$ cat src/rtl/spi_div_slave.sv
// SPI responder computing unsigned WIDTH-bit quotient or remainder with a restoring divider.
// Optional build macro SPI_DIV_FAST_EXIT_EN: skip the divider loop when opb == 0 or opa < opb.
module spi_div_slave #(
  parameter int              WIDTH  = 16,
  parameter int              OP_W   = 3,
  parameter logic [OP_W-1:0] OP_DIV = 3'b110,
  parameter logic [OP_W-1:0] OP_REM = 3'b111
) (
  input  logic i_clock,
  input  logic i_reset,
  input  logic i_nss,
  input  logic i_mosi,
  output logic o_miso,
  output logic o_busy,
  output logic o_abort
);

  localparam int FRAME_W = 2 * WIDTH + OP_W;
  localparam int CNT_W   = $clog2(FRAME_W + 1);
  localparam logic [CNT_W-1:0] LAST_RX  = CNT_W'(FRAME_W - 1);
  localparam logic [CNT_W-1:0] CNT_DONE = CNT_W'(WIDTH);
  localparam logic [CNT_W-1:0] LAST_TX  = CNT_W'(WIDTH - 1);

  typedef enum logic [2:0] {
    S_IDLE,
    S_RECV,
    S_CALC,
    S_RESP_START,
    S_RESP
  } state_t;

  state_t              state, state_nxt;
  logic                abort_nxt;
  logic [CNT_W-1:0]    cnt;
  logic [FRAME_W-1:0]  sr;
  logic [WIDTH:0]      rem;
  logic [WIDTH-1:0]    res;

  logic [OP_W-1:0]     op;
  logic [WIDTH-1:0]    opb;
  logic [WIDTH-1:0]    quo_field;
  logic [WIDTH+1:0]    shifted;
  logic [WIDTH+1:0]    diff;
  logic                ge;

  function automatic logic [WIDTH-1:0] select_result(input logic [OP_W-1:0]  sel_op,
                                                     input logic [WIDTH-1:0] quo,
                                                     input logic [WIDTH-1:0] rmd);
    if (sel_op == OP_DIV)      return quo;
    else if (sel_op == OP_REM) return rmd;
    else                       return '0;
  endfunction

  // The dividend field of the request register doubles as the quotient register.
  assign op        = sr[OP_W-1:0];
  assign opb       = sr[OP_W +: WIDTH];
  assign quo_field = sr[FRAME_W-1 -: WIDTH];

  // rem < opb always holds, so a negative trial difference shows up in the top bit.
  assign shifted = {rem, quo_field[WIDTH-1]};
  assign diff    = shifted - {2'b00, opb};
  assign ge      = ~diff[WIDTH+1];

`ifdef SPI_DIV_FAST_EXIT_EN
  logic fast_exit;
  assign fast_exit = (opb == '0) || (quo_field < opb);
`endif

  assign o_busy = (state != S_IDLE);

  always_ff @(posedge i_clock or negedge i_reset) begin
    if (!i_reset) state <= S_IDLE;
    else          state <= state_nxt;
  end

  always_comb begin
    state_nxt = state;
    abort_nxt = 1'b0;
    o_miso    = 1'b1;
    case (state)
      S_IDLE: begin
        o_miso = i_nss;
        if (!i_nss && i_mosi) state_nxt = S_RECV;
      end
      S_RECV: begin
        o_miso = 1'b0;
        if (cnt == LAST_RX) state_nxt = S_CALC;
      end
      S_CALC: begin
        o_miso = 1'b0;
        if (cnt == CNT_DONE) state_nxt = S_RESP_START;
      end
      S_RESP_START: begin
        o_miso    = 1'b1;
        state_nxt = S_RESP;
      end
      S_RESP: begin
        o_miso = res[0];
        if (cnt == LAST_TX) state_nxt = S_IDLE;
      end
      default: state_nxt = S_IDLE;
    endcase
    // Deselect on the final response bit counts as a clean finish, not an abort.
    if ((state != S_IDLE) && i_nss && !((state == S_RESP) && (cnt == LAST_TX))) begin
      state_nxt = S_IDLE;
      abort_nxt = 1'b1;
    end
    if (!i_reset) o_miso = 1'b1;
  end

  always_ff @(posedge i_clock or negedge i_reset) begin
    if (!i_reset) begin
      cnt     <= '0;
      sr      <= '0;
      rem     <= '0;
      res     <= '0;
      o_abort <= 1'b0;
    end else begin
      o_abort <= abort_nxt;
      case (state)
        S_IDLE: begin
          cnt <= '0;
          rem <= '0;
        end
        S_RECV: begin
          sr  <= {i_mosi, sr[FRAME_W-1:1]};
          cnt <= (cnt == LAST_RX) ? '0 : cnt + 1'b1;
        end
        S_CALC: begin
          if (cnt == CNT_DONE) begin
            res <= select_result(op, quo_field, rem[WIDTH-1:0]);
          end
`ifdef SPI_DIV_FAST_EXIT_EN
          else if ((cnt == '0) && fast_exit) begin
            rem                    <= {1'b0, quo_field};
            sr[FRAME_W-1 -: WIDTH] <= (opb == '0) ? '1 : '0;
            cnt                    <= CNT_DONE;
          end
`endif
          else begin
            rem                    <= ge ? diff[WIDTH:0] : shifted[WIDTH:0];
            sr[FRAME_W-1 -: WIDTH] <= {quo_field[WIDTH-2:0], ge};
            cnt                    <= cnt + 1'b1;
          end
        end
        S_RESP_START: cnt <= '0;
        S_RESP: begin
          res <= res >> 1;
          cnt <= cnt + 1'b1;
        end
        default: cnt <= '0;
      endcase
    end
  end

endmodule

$ cat config.mk
export PLATFORM = sky130hd
export DESIGN_NAME = spi_div_slave
export DESIGN_NICKNAME = d
export VERILOG_FILES = /design/src/rtl/spi_div_slave.sv
export SDC_FILE = /design/constraint.sdc
export NUM_CORES = 1
export LEC_CHECK = 0
export CAP_MARGIN = 20
export CORE_UTILIZATION = 31
export CTS_BUF_LIST = sky130_fd_sc_hd__clkbuf_4 sky130_fd_sc_hd__clkbuf_8
export CTS_CLUSTER_DIAMETER = 60
export DETAILED_ROUTE_END_ITERATION = 10
export PLACE_DENSITY = 0.55
export SLEW_MARGIN = 20
export SYNTH_ARGS = -nofsm -noshare
export SYNTH_HDL_FRONTEND = slang
export SYNTH_SLANG_ARGS = --single-unit
$ cat constraint.sdc
create_clock -name i_clock -period 2.4 [get_ports i_clock]
set_input_delay 0.24 -clock i_clock [delete_from_list [all_inputs] [get_ports i_clock]]
set_output_delay 0.24 -clock i_clock [all_outputs]
set_load 0.01 [all_outputs]
==> results of run 1 <==
==> worst max-delay path, cell delays in order, from the launching register on <==
cell      delay [ps]
dfrtp_1          400
inv_2             80
ha_4             200
a21o_1           170
a211oi_2         290
mux2i_1          300
o21ai_2          120
nor3_4           260
buf_6            190
mux2i_1          210
o21ai_1           90
==> synthesized netlist by cell type (3+ instances only) <==
master and number:
xor2_1 4, ha_1 19, nor2_1 54, nand2b_1 4, xnor2_1 12, nand2_1 55
inv_1 22, a21oi_1 59, o211ai_1 5, nand3_1 8, o21ai_0 26, dfrtp_1 78
nor3_1 19, clkbuf_1 16, nor4_1 3, o21ai_1 15, mux2_2 5, mux2i_1 46
o21a_1 3, o31a_1 3, buf_2 7
==> cells by family (layout without fill, tap and decap cells) <==
family	Yosys count	in the layout	synth area share (%)
multiplexers	51	51	11.3
AO/OA/AOI/OAI	131	131	16.7
flip-flops	78	78	42.5
AND/OR/NAND/NOR	163	163	16.3
buffers and inverters	49	82	4.60
XOR/XNOR	16	16	3.05
adder cells (fa/ha/maj)	20	20	5.61
==> through the flow <==
step	instance area [µm²]	cells	worst slack [ps]	hold slack, ps
finish	5380	725	-48.1	8.92
global route	5380	725	-159	88.0
CTS	5220	723	-56.6	195
detailed placement	5010	704	-43.7	466
global placement	5010	704	56.7	463
floorplan	4590	508	143	-55.6
==> cells in the final DEF, fill, tap and decap left out, drive strengths merged, types with 4 or more instances in the layout <==
| master | n |
|---|---|
| nand2 | 55 |
| ha | 19 |
| buf | 39 |
| o211ai | 5 |
| nand3 | 8 |
| o21ai | 41 |
| xor2 | 4 |
| clkdlybuf4s50 | 4 |
| nor2 | 54 |
| nand2b | 4 |
| mux2 | 5 |
| dfrtp | 78 |
| xnor2 | 12 |
| clkbuf | 10 |
| inv | 24 |
| a21oi | 60 |
| mux2i | 46 |
| nor3 | 22 |
==> layout make-up <==
cell class              count  area (µm²)
fillers                  1429        9100
multi-input cells         381        2570
flip-flops and latches     78        1960
repair buffers             44         364
well taps                 184         230
clock buffers              10         131
inverters                  23        86.3
clock inverters             5        36.3
==> repair_timing <==
| item | CTS | global route |
|---|---|---|
| gates resized for setup | 8 | 27 |
| pin swaps | 5 | 15 |
| endpoints found under the setup margin | 16 | 19 |
| hold buffers | 0 | 0 |
| cloned | 2 | 0 |
| buffers inserted | 2 | 3 |
==> layer usage <==
| layer | vias up | part of all wire, % |
|---|---|---|
| met3 | 14 | 1.2 |
| met1 | 1715 | 49 |
| met2 | 23 | 48 |
| met4 | 0 | 1.8 |
| met5 | - | 0 |
| li1 | 1848 | - |
==> how the worst max path moves through the flow <==
stage,cells after the start,endpoint,slack [ps]
floorplan,10,rem[10],140
global placement,10,rem[4],60
detailed placement,10,rem[4],-40
CTS,9,rem[4],-60
global route,10,rem[8],-160
finish,10,rem[3],-50
==> state kept, by name, indices dropped and copies added (netlist names) <==
register  cells
cnt           6
res          16
sr           35
state         3
o_abort       1
rem          17
==> where the power goes <==
group / internal, mW / switching [mW] / leakage, nW
clock: 0.383 / 0.517 / 0.0782
combinational: 1.14 / 1.41 / 1.12
sequential: 1.60 / 0.242 / 0.983
==> results.cfg, run 1 <==
[outcome]
status = complete, but fails checks
violations = setup timing

[route]
drt_iter0_drc = 201
wl_per_cell_um = 14.8
antenna_left = 0
first_pass_iters = 6
vias = 3600
drc = 0
vias_per_cell = 4.97
drt_wl_total_um = 10800

[sta]
fin_worst_skew_ps = 14.6
fin_ws_ps = -48.1
setup_tns_ps = -239
slew_headroom_pct = 43.8
min_period_over_period_pct = 102
setup_viol = 11
slew_viol_final = 0
timing.fmax_mhz = 408
hold_viol_final = 0
tightest_slew_ps = 840
rsz0062_at_grt = true
period_needed_ps = 2450

[synth]
synth_top_area_cell = dfrtp_1
syn_area_um2 = 4590
synth_ff_type = dfrtp_1
synth_edf_count = 0
synth_top_area_share_pct = 42.5
ys_seq_area_share_pct = 42.5
yosysWarnings = 0
ys_ff_latch = 78
yosysUniqueCellTypes = 57
syn-num-nets = 532
synth_area_leaders = dfrtp_1, mux2i_1, a21oi_1, ha_1, nand2_1
synthCells = 508
ys_async_sr_fraction_pct = 100
syn_avg_cell_area_um2 = 9.04

[setup_path]
critPathMaxFanout = 5
startpoint = sr[17]
rr_startpoint = sr[17]
worstReg2RegEnd = rem[3]
r2r.worst_path.cells = 10
r2r_slack_ps = -50
startpoint_type = register
crit_type = register to register
cp-end-kind = register
arrival_ps = 2690
required_ps = 2640

[cts]
cts_sinks = 78
htree_num_levels = 3
cts_made_buffers = 9
cts_tree = built
cts-root-buf = clkbuf_8
worstSkewPairLatency_ps = 360
clockBufferDepth = 2
clkTransAtPathRegs_ps = 90

[cells_and_area]
final_nets = 561
num_antenna_cells = 0
area_delta_synth_final_pct = 17.1
drive_gt1_share_pct = 17.2
final_util_pct = 37.1

[global_routing]
grt_pass1_vias = 3617
grt_pass1_wl_um = 18100
grt_max_degree = 79
antenna_found_initial = 0
overflow = 0
grt_usage_pct = 15.2
gr-max-usage-layer = met2
grt_use_met3_pct = 1.79
use_met2_pct = 24.8
gr-usage-met1_pct = 20.7

[power]
ir_worst_vdd_v = 0.000295
fin_total_pwr_mw = 5.30
leakage_nw = 2.18
p_per_area_nw_per_um2 = 986

[floorplan]
start_util_pct = 31.7
dieWidth_um = 124
die-area_um2 = 15300
io_pins = 7
die_h_um = 124
num_rows = 44
core_area_um2 = 14500

[worst_hold_path]
min_path_type = input pin to asynchronous set/reset pin

[flow_run]
cap_violations = 0

[placement]
port-buffer-count = 6
post-dp-hpwl_um = 7530
routabilityCongestion = 0.830
Power figures use the tool's default switching activity.
==> run 2: changes to the inputs <==
CORE_UTILIZATION = 40   (was 31)
GPL_ROUTABILITY_DRIVEN = 0   (was not set)
GPL_TIMING_DRIVEN = 0   (was not set)
PLACE_DENSITY = 0.65   (was 0.55)
==> run 2 against run 1 <==
  * The run still ends with setup timing left
  * Register-to-register slack improved by 20 ps
  * Die area fell by 22%
  * Clock skew shrank 6.8 ps
  * Clock power is 9.6% higher
  * Via count rose by 5.3%
  * Critical endpoint is now rem[0]
==> results.cfg, run 2 (same netlist as run 1, synthesis figures left out) <==
[cells_and_area]
mostFrequentLayoutCells = dfrtp_1, a21oi_1, nand2_1
final_common_cell = dfrtp_1
final_util_pct = 48.9
drive_gt1_share_pct = 15.1
final_nets = 567
fill_cells = 1043
top_regs = sr x35, rem x17, res x16
top_register = sr
num_antenna_cells = 0
largest_reg_flops = 35
area_delta_synth_final_pct = 17.4

[power]
ir_worst_vdd_v = 0.000493
p_int_mw = 3.24
p_per_area_nw_per_um2 = 1010
switching_share_pct = 40.6
leakage_nw = 2.20
netSwitchingPower_mw = 2.21
seqPwrFrac_pct = 33.7
p_comb_share_pct = 48.2
clkPwrFrac_pct = 18.1

[setup_path]
cp-end-kind = register
startpoint_type = register
critPathMaxFanout = 5
crit_type = register to register
r2r.worst_path.cells = 9
arrival_ps = 2740
required_ps = 2700

[global_routing]
grt_pass1_vias = 3647
overflow = 0
grt_pass1_wl_um = 17900
grt_usage_pct = 19.5
antenna_found_initial = 0
grt_max_degree = 46

[cts]
htree_num_levels = 3
clkTransAtPathRegs_ps = 80
cts_made_buffers = 9
worstSkewPairLatency_ps = 360
cts_tree = built
cts_sinks = 78
clockBufferDepth = 2
cts-root-buf = clkbuf_8

[sta]
slew_headroom_pct = 51.8
timing.fmax_mhz = 411
tightest_slew_ps = 718
rsz0062_at_grt = true
min_period_over_period_pct = 101
setup_tns_ps = -146
setup_viol = 7
hold_viol_final = 0
period_needed_ps = 2430
slew_viol_final = 0
fin_ws_ps = -32.3
fin_worst_skew_ps = 7.77

[worst_hold_path]
min_path_type = input pin to asynchronous set/reset pin

[outcome]
status = complete, but fails checks
violations = setup timing

[route]
drt_iter0_drc = 313
wl_per_cell_um = 16.0
first_pass_iters = 4
antenna_left = 0
drt_wl_total_um = 11000
drc = 0
vias_per_cell = 5.51
vias = 3790

[floorplan]
num_rows = 38
die-area_um2 = 11900
start_util_pct = 41.6
io_pins = 7
dieWidth_um = 109
core_area_um2 = 11000
die_h_um = 109

[flow_run]
cap_violations = 0

[placement]
port-buffer-count = 6
post-dp-hpwl_um = 7810
[run 2: cell count changes in the layout (fill, tap and decap cells not counted), sizes merged]
cell           previous run  this run
buf                      39        28
clkbuf                   10        28
clkdlybuf4s50             4         5
clkinvlp                  3         2
dlygate4sd3               0         1
dlymetal6s2s              1         0
[run 2: power groups by stage]
stage	Clock [mW]	Sequential (mW)	Combinational (mW)
6_report	0.986	1.83	2.63
3_5_place_dp	0	1.85	2.21
3_3_place_gp	0	1.84	2.15
4_1_cts	1.00	1.83	2.39
2_1_floorplan	0	1.79	1.71
5_1_grt	1.06	1.87	2.91
[run 2: stage by stage]
stage               worst slack, ps  std cells  total power [mW]  hold slack (ps)  cell area [µm²]
floorplan                       143        508              3.50            -55.6             4590
global placement              -2190        654              3.98              458             4830
detailed placement             -282        655              4.06              230             4850
CTS                           -93.5        682              5.22              383             5200
global route                   -105        688              5.84              416             5390
finish                        -32.3        688              5.45              384             5390
[run 2: critical path: stages, from the launching register on]
cell and delay [ps]:
dfrtp_1 460, ha_1 410, and3_1 270, o2111ai_2 190, and4_4 230, nor3_4 210, buf_6 150, buf_8 120
mux2i_1 200, a22o_1 150
[run 2: cell type report]
| class | count | area [µm²] | share of cell area, % |
|---|---|---|---|
| multi-input cells | 381 | 2610 | 48.5 |
| flip-flops and latches | 78 | 1950 | 36.2 |
| repair buffers | 26 | 249 | 4.62 |
| well taps | 140 | 175 | 3.25 |
| clock buffers | 12 | 165 | 3.06 |
| plain buffers | 24 | 121 | 2.25 |
| inverters | 23 | 86.3 | 1.60 |
| clock inverters | 4 | 28.8 | 0.534 |
[run 2: final timing paths]
check,end,from,slack [ps]
max reg2reg,rem[0],rem[5],-30
min in group i_clock,sr[9],sr[10],490
min reg2reg,sr[9],sr[10],490
min,cnt[3],i_reset,380
max in group asynchronous,rem[11],i_reset,1440
max,rem[0],rem[5],-30
[run 2: timing repair]
item / in CTS / in global routing
endpoints found under the hold margin: 33 / 0
buffers inserted: 9 / 8
hold buffers: 1 / 0
pin swaps: 8 / 11
cloned: 1 / 0
setup endpoints to repair: 18 / 38
gates resized for setup: 20 / 25
[run 2: metal layers]
layer	vias up	global-route usage (%)	wire, µm
met5	-	0	0
met4	0	7.63	177
met3	13	2.57	283
met2	78	31.9	5270
met1	1846	26.1	5310
li1	1853	-	-
